File: src/rtl/seg7_pkg.sv
// Shared constants for the 7-segment scan driver.
// Hex glyph table plus width helpers.
package seg7_pkg;

  localparam logic [6:0] SEG_OFF = 7'h7F;

  // Active-low {g,f,e,d,c,b,a}; glyph n lives at bits [7n+6:7n].
  localparam logic [16*7-1:0] HEX_TABLE = {
    7'h0E, 7'h06, 7'h21, 7'h46,
    7'h03, 7'h08, 7'h10, 7'h00,
    7'h78, 7'h02, 7'h12, 7'h19,
    7'h30, 7'h24, 7'h79, 7'h40
  };

  function automatic int idx_width(input int n);
    return (n <= 2) ? 1 : $clog2(n);
  endfunction

  function automatic int cnt_width(input int n);
    return (n < 1) ? 1 : $clog2(n + 1);
  endfunction

endpackage

File: src/rtl/seg7_hex_decode.sv
// Combinational nibble to 7-segment glyph lookup.
// Output is active low, {g,f,e,d,c,b,a}.
module seg7_hex_decode
  import seg7_pkg::*;
(
  input  logic [3:0] nibble,
  output logic [6:0] seg
);

  always_comb begin
    seg = HEX_TABLE[7*nibble +: 7];
  end

endmodule

File: src/rtl/seg7_scan_driver.sv
// Time-multiplexed hex display driver with double-buffered data,
// anti-ghost blanking and optional leading-zero suppression.
module seg7_scan_driver
  import seg7_pkg::*;
#(
  parameter int NUM_DIGITS   = 4,
  parameter int BLANK_CYCLES = 16
) (
  input  logic                    clk,
  input  logic                    rst,
  input  logic                    scan_clk,
  input  logic [4*NUM_DIGITS-1:0] data_in,
  input  logic [NUM_DIGITS-1:0]   dp_in,
  input  logic                    load,
  input  logic                    lz_en,
  output logic [6:0]              seg,
  output logic                    dp,
  output logic [NUM_DIGITS-1:0]   an,
  output logic                    frame_start
);

  localparam int IW = idx_width(NUM_DIGITS);
  localparam int BW = cnt_width(BLANK_CYCLES);

  logic                    sclk_q;
  logic                    tick;
  logic                    wrap;
  logic [IW-1:0]           idx;
  logic [BW-1:0]           blank_cnt;
  logic [4*NUM_DIGITS-1:0] shadow_data;
  logic [NUM_DIGITS-1:0]   shadow_dp;
  logic                    pending;
  logic [4*NUM_DIGITS-1:0] active_data;
  logic [NUM_DIGITS-1:0]   active_dp;
  logic [3:0]              nibble;
  logic [6:0]              dec_seg;
  logic [NUM_DIGITS-1:0]   zero_above;
  logic                    lz_blank;
  logic [NUM_DIGITS-1:0]   an_sel;

  // Sampled even in reset so a high scan_clk at release is not an edge.
  always_ff @(posedge clk) begin
    sclk_q <= scan_clk;
  end

  assign tick = scan_clk & ~sclk_q;
  assign wrap = (idx == IW'(NUM_DIGITS - 1));

  always_ff @(posedge clk) begin
    if (rst) begin
      idx       <= '0;
      blank_cnt <= '0;
    end else if (tick) begin
      idx       <= wrap ? '0 : idx + 1'b1;
      blank_cnt <= BW'(BLANK_CYCLES);
    end else if (blank_cnt != '0) begin
      blank_cnt <= blank_cnt - 1'b1;
    end
  end

  // A load landing on the wrap tick bypasses the shadow.
  always_ff @(posedge clk) begin
    if (rst) begin
      shadow_data <= '0;
      shadow_dp   <= '0;
      pending     <= 1'b0;
      active_data <= '0;
      active_dp   <= '0;
    end else if (tick && wrap && load) begin
      active_data <= data_in;
      active_dp   <= dp_in;
      pending     <= 1'b0;
    end else if (tick && wrap && pending) begin
      active_data <= shadow_data;
      active_dp   <= shadow_dp;
      pending     <= 1'b0;
    end else if (load) begin
      shadow_data <= data_in;
      shadow_dp   <= dp_in;
      pending     <= 1'b1;
    end
  end

  always_comb begin
    nibble = active_data[4*idx +: 4];
  end

  seg7_hex_decode u_dec (
    .nibble (nibble),
    .seg    (dec_seg)
  );

  // zero_above[i]: nibbles i..top are all zero.
  always_comb begin
    logic z;
    z = 1'b1;
    zero_above = '0;
    for (int i = NUM_DIGITS - 1; i >= 0; i--) begin
      z = z & (active_data[4*i +: 4] == 4'h0);
      zero_above[i] = z;
    end
  end

  assign lz_blank = lz_en && (idx != '0) && zero_above[idx];

  always_comb begin
    an_sel      = '1;
    an_sel[idx] = 1'b0;
  end

  always_ff @(posedge clk) begin
    if (rst) begin
      seg         <= SEG_OFF;
      dp          <= 1'b1;
      an          <= '1;
      frame_start <= 1'b0;
    end else begin
      seg         <= lz_blank ? SEG_OFF : dec_seg;
      dp          <= ~active_dp[idx];
      an          <= (blank_cnt != '0) ? '1 : an_sel;
      frame_start <= tick & wrap;
    end
  end

endmodule

File: config.mk
export PLATFORM = sky130hd
export DESIGN_NAME = seg7_scan_driver
export DESIGN_NICKNAME = d
export VERILOG_FILES = /design/src/rtl/seg7_pkg.sv /design/src/rtl/seg7_hex_decode.sv /design/src/rtl/seg7_scan_driver.sv
export SDC_FILE = /design/constraint.sdc
export NUM_CORES = 1
export LEC_CHECK = 0
export CORE_ASPECT_RATIO = 0.5
export CORE_MARGIN = 3
export CORE_UTILIZATION = 54
export CTS_CLUSTER_SIZE = 30
export DETAILED_ROUTE_END_ITERATION = 12
export PLACE_DENSITY = 0.84
export RECOVER_POWER = 25
export SLEW_MARGIN = 20
export SYNTH_ARGS = -nofsm -noshare
export SYNTH_HDL_FRONTEND = slang
export SYNTH_SLANG_ARGS = --single-unit
File: constraint.sdc
create_clock -name clk -period 2.65 [get_ports clk]
set_input_delay 0.53 -clock clk [delete_from_list [all_inputs] [get_ports clk]]
set_output_delay 0.53 -clock clk [all_outputs]
set_load 0.01 [all_outputs]
After elaboration in Yosys (flattened, before gate mapping) --
Index checks and enable logic that the tools add are counted. Widths: inputs -> output; s select.
Cells by class: add/sub/neg operators 2, $mul 1, magnitude comparators 2, eq/ne operators 1, shift-type cells 2, muxes and demuxes 13, bitwise gates (word level) 10, reductions and logical operators 19
Operators by type and width (number):
- $shiftx 112x8->7 const A | 1
- $mux 16 | 2
- $logic_not 4->1 | 4
- $shiftx 16x5->4 | 1
- $mux 5 | 2
- $mux 4 | 2
- $mul 3x4->7 const A | 1
- $logic_and 1x1->1 | 6
- $reduce_bool 2->1 | 3
- $reduce_or 2->1 | 3
- $and 1x1->1 | 5
- $reduce_bool 5->1 | 1
- $sub 5x1->5 const B | 1
- $bmux 1 s2 | 2
- $not 1->1 | 4
- $not 4->4 | 1
- $lt 2x3->1 const B | 1
- $mux 1 | 3
- $reduce_and 3->1 | 1
- $reduce_or 3->1 | 1
- $add 2x1->2 const B | 1
- $demux 1 s2 | 1
- $eq 2x2->1 const B | 1
- $ge 2x1->1 const B | 1
- $mux 2 | 1
Word-level totals: register bits after elaboration 62, input port bits 25, output and inout bits 13, logic and storage cells 63

Depth between registers and ports, before layout --
depth in word-level cells 8, gate-level depth with buffers 8, mapped depth without buffers 7

Modules after synthesis --
Synthesis repeated with hierarchy kept, for this count alone.
Unflattened totals: cells, all modules 332, area, all modules 2995.4 sq um
Modules (own cells, without submodules):
- seg7_scan_driver | instances 1, cells an instance 296, area each 2742.6 sq um, seq. area each 1241.2 sq um
- seg7_hex_decode | instances 1, cells an instance 36, area each 252.7 sq um, seq. area each 0.0 sq um

Least setup slack after synthesis --
No wires, ideal clock.
kind reg-to-reg, start point reg idx[0], end point reg seg[0], library setup time 83 ps, data arrival time 1842 ps, data required time 2567 ps, path slack 725 ps, stages on the path, launching flop included 9, buffers on the path 1, clock period less this slack 1925 ps, cells stage by stage dfxtp_1 buf_6 mux4_2 inv_1 ha_1 nor4b_1 nor3_1 o31ai_1 o221ai_1
On the way: cells in the longest elaborated chain, start to end 4, elaborated cells on any way between the ends 9, classes of those cells mul: 1; shift: 2; mux: 2; reduce/logical: 4
RTL lines:
- start: declaration | RTL line seg7_scan_driver.sv:28 | logic [IW-1:0] idx;
- start signal: assignment | RTL line seg7_scan_driver.sv:54 | idx <= wrap ? '0 : idx + 1'b1;
- branches (longest 4 deep; another with $mul 3x4->7)
- end signal: assignment | RTL line seg7_scan_driver.sv:118 | seg <= lz_blank ? SEG_OFF : dec_seg;
- end: declaration | RTL line seg7_scan_driver.sv:16 | output logic [6:0] seg,
Several ways; the timed one is not identified. The select of a mux whose other input is x is not followed. A chain may end at the register's enable or synchronous reset.

Worst setup path in the final report --
start point in rst, end point reg shadow_data[8]
RTL lines:
- start: declaration | RTL line seg7_scan_driver.sv:10 | input logic rst,
- end signal: assignment | RTL line seg7_scan_driver.sv:78 | shadow_data <= data_in;
- end: declaration | RTL line seg7_scan_driver.sv:30 | logic [4*NUM_DIGITS-1:0] shadow_data;
No word-level cell between the ends.

==> results.cfg <==
[outcome]
status = finished, final reports clean

[power]
power_switching_w = 0.0005844
powerDensity_nw_per_um2 = 623.6
combPwrFrac_pct = 16.6
p_int_w = 0.001525
ir_worst_vdd_mv = 0.3228
p_leak_nw = 1.201
power_switching_share_pct = 27.71
seqPwrFrac_pct = 49.0
power_frac_clock_pct = 34.4

[die]
ios = 38
num_rows = 17
core_area_um2 = 4679
fp.dieH_um = 56.88
start_util_pct = 59.73
die_x_um = 107.7
die-area_um2 = 6128

[drt]
viasPerCell = 5.830
drc = 0
wire_per_inst_um = 15.11
routed_wl_um = 6391
drt_iter0_drc = 206
vias = 2466
first_pass_iters = 5
ant_nets = 0

[timing]
fin_crit_sh_pct = 82.25
finalSetupViolCount = 0
drv_slew = 0
hold_viol = 0
rsz0062_at_grt = false
fmax_mhz = 458.8
setup_tns_ns = 0
worst_pin_slew_ns = 1.191
fin_ws_ns = 0.4704
slew_headroom_pct = 20.58
fin_skew_ns = 0.007885
period_needed_ns = 2.180

[yosys]
synth.cell_area_um2 = 2795
seq_area_frac_synth_pct = 44.40
synth_ff_type = dfxtp_1
synth_top_family_by_area = compound AO/OA/AOI/OAI gates
synth-compound-area-share_pct = 19.25
synth_cell_types = 41
synth_top_cell_by_area = dfxtp_1
synth-simple-area-share_pct = 17.50
yosysMostFrequentCell = nand2_1
synthTopCellsByCount = nand2_1, dfxtp_1, a21oi_1
synth_seq_cells = 62
syn_nets = 354
avgSynthCellArea_um2 = 8.790
synth_xor_area_share_pct = 1.567
ys_top_cells_by_area = dfxtp_1, nand2_1, a21oi_1, o221ai_1, ha_1
ys_warn_count = 0
synth_fa_ha_area_share_pct = 4.924
synth_mux_area_share_pct = 7.520
synthArstFlopShare_pct = 0
synth_top_area_share_pct = 44.40
synth_cells = 318
synth_edf_count = 0

[cells_and_area]
finish.utilization_pct = 72.27
area_growth_pct = 20.99
fin_nets = 388
fillCellCount = 358
post-route-cell-area_um2 = 3382
drive_gt1_share_pct = 10.36
instances_no_fill = 423
diodes = 0

[worst_setup_path]
startpoint_type = primary input
max_stage_delay_ns = 0.92
slowest_stage = clkbuf_1
cp.required_ns = 2.82
cp_cell_sequence = dlygate4sd3_1 > clkbuf_1 > a21oi_1
crit_family = buffers and inverters
arrival_ns = 2.35
end_kind = flop
path_class = primary input to flop
path_buf_inv = 2
crit_fanout = 28

[flow_run]
max_cap_violations = 0

[clocking]
cts_made_buffers = 9
cts_hold_buf = 0
cts_resized = 0
ctsLongestPathBuffers = 2
cts_sinks = 62
cts.htree.levels = 3
clock_latency_ns = 0.34
cts_setup_buffers = 0
cts_root_buffer = clkbuf_8
tritoncts = done
path_clk_slew_ns = 0.07

[grt]
grt-ovfl-total = 0
grt_first_pass_wirelength_um = 10710
grt_usage_pct = 22.30
antenna_found_initial = 0
grt_pass1_vias = 2234
grt_max_degree = 29

[place]
gp_congestion = 0.9554
place.port_buffers = 37
dpl.cell_count = 407
detailed_place.area_um2 = 3211
dp_slack_ns = 0.6160
hpwl_um = 4347

[hold_path]
min_path_type = flop to flop
worst reg2reg max path, delay by kind of cell, from the launching register on:
kind	cells	cell delay (ns)
DFF	1	0.64
adders and majority gates	1	0.26
and+or+nand+nor	2	0.38
buffers and inverters	1	0.12
muxes	1	0.37
AOI/OAI and AO/OA	2	0.23
through the flow:
stage	hold WS [ns]	power [W]
floorplan	0.4287	0.001282
global placement	0.4416	0.001381
detailed placement	0.4465	0.001408
CTS	0.4560	0.002126
global route	0.4717	0.002217
finish	0.4544	0.002109
flip-flops by register name, summed over array words and instances, names as in the netlist, 2 cells and up:
signal / count
shadow_data: 16
idx: 2
active_dp: 4
blank_cnt: 5
shadow_dp: 4
seg: 7
active_data: 16
an: 4
area by class of cell:
class	instances	area [um2]	area share, %
sequential	62	1241	36.70
clock inverter	6	37.54	1.110
timing repair buffer	46	434.2	12.84
clock buffer	10	137.6	4.070
tap	66	82.58	2.442
inverter	8	30.03	0.8879
multi-input combinational	225	1419	41.95
worst paths after layout:
path | end | cells after the start | from | slack (ns)
hold reg to reg | shadow_data[15]$_SDFFE_PP0P_ | 2 | shadow_data[15]$_SDFFE_PP0P_ | 0.45
setup / recovery | shadow_data[8]$_SDFFE_PP0P_ | 3 | rst | 0.47
hold / removal | shadow_data[15]$_SDFFE_PP0P_ | 2 | shadow_data[15]$_SDFFE_PP0P_ | 0.45
setup reg to reg | seg[0]$_SDFF_PP1_ | 7 | idx[1]$_SDFFE_PP0N_ | 0.52
cell families after synthesis:
group,Yosys count
fa+ha+maj,11
simple gates,113
buf+inv,31
compound gates,82
flops,62
mux,14
xor+xnor,5
power groups by stage:
stage	logic, W	clock network (W)	registers (W)
floorplan	0.000232	0	0.00105
global placement	0.000334	0	0.00105
detailed placement	0.000354	0	0.00105
CTS	0.000356	0.000737	0.00103
global route	0.000386	0.000791	0.00104
finish	0.000350	0.000726	0.00103
per-layer routing:
layer	vias up	track usage (%)	routed length [um]
met4	0	7.374	146
met5	-	0	0
met1	1151	30.28	2942
li1	1198	-	-
met2	97	33.04	2843
met3	20	7.807	459
cell usage in the layout, fill, tap and decap left out, types with 2 or more instances in the layout:
cell type,n
nor4b_1,2
mux4_2,5
inv_1,8
dfxtp_1,62
ha_1,11
nor3_1,3
clkbuf_8,10
mux2i_1,6
o221ai_1,22
o21ai_0,4
nand3_1,3
dlygate4sd3_1,10
o211ai_1,2
or2_2,2
clkdlybuf4s50_1,27
or4_1,2
clkinv_2,3
and2_1,2
xnor2_1,5
a21oi_1,45
nand2_1,74
nor4_1,3
nor2_1,16
mux2_2,2
buf_4,8
clkinvlp_4,3
Power figures use the tool's default switching activity.
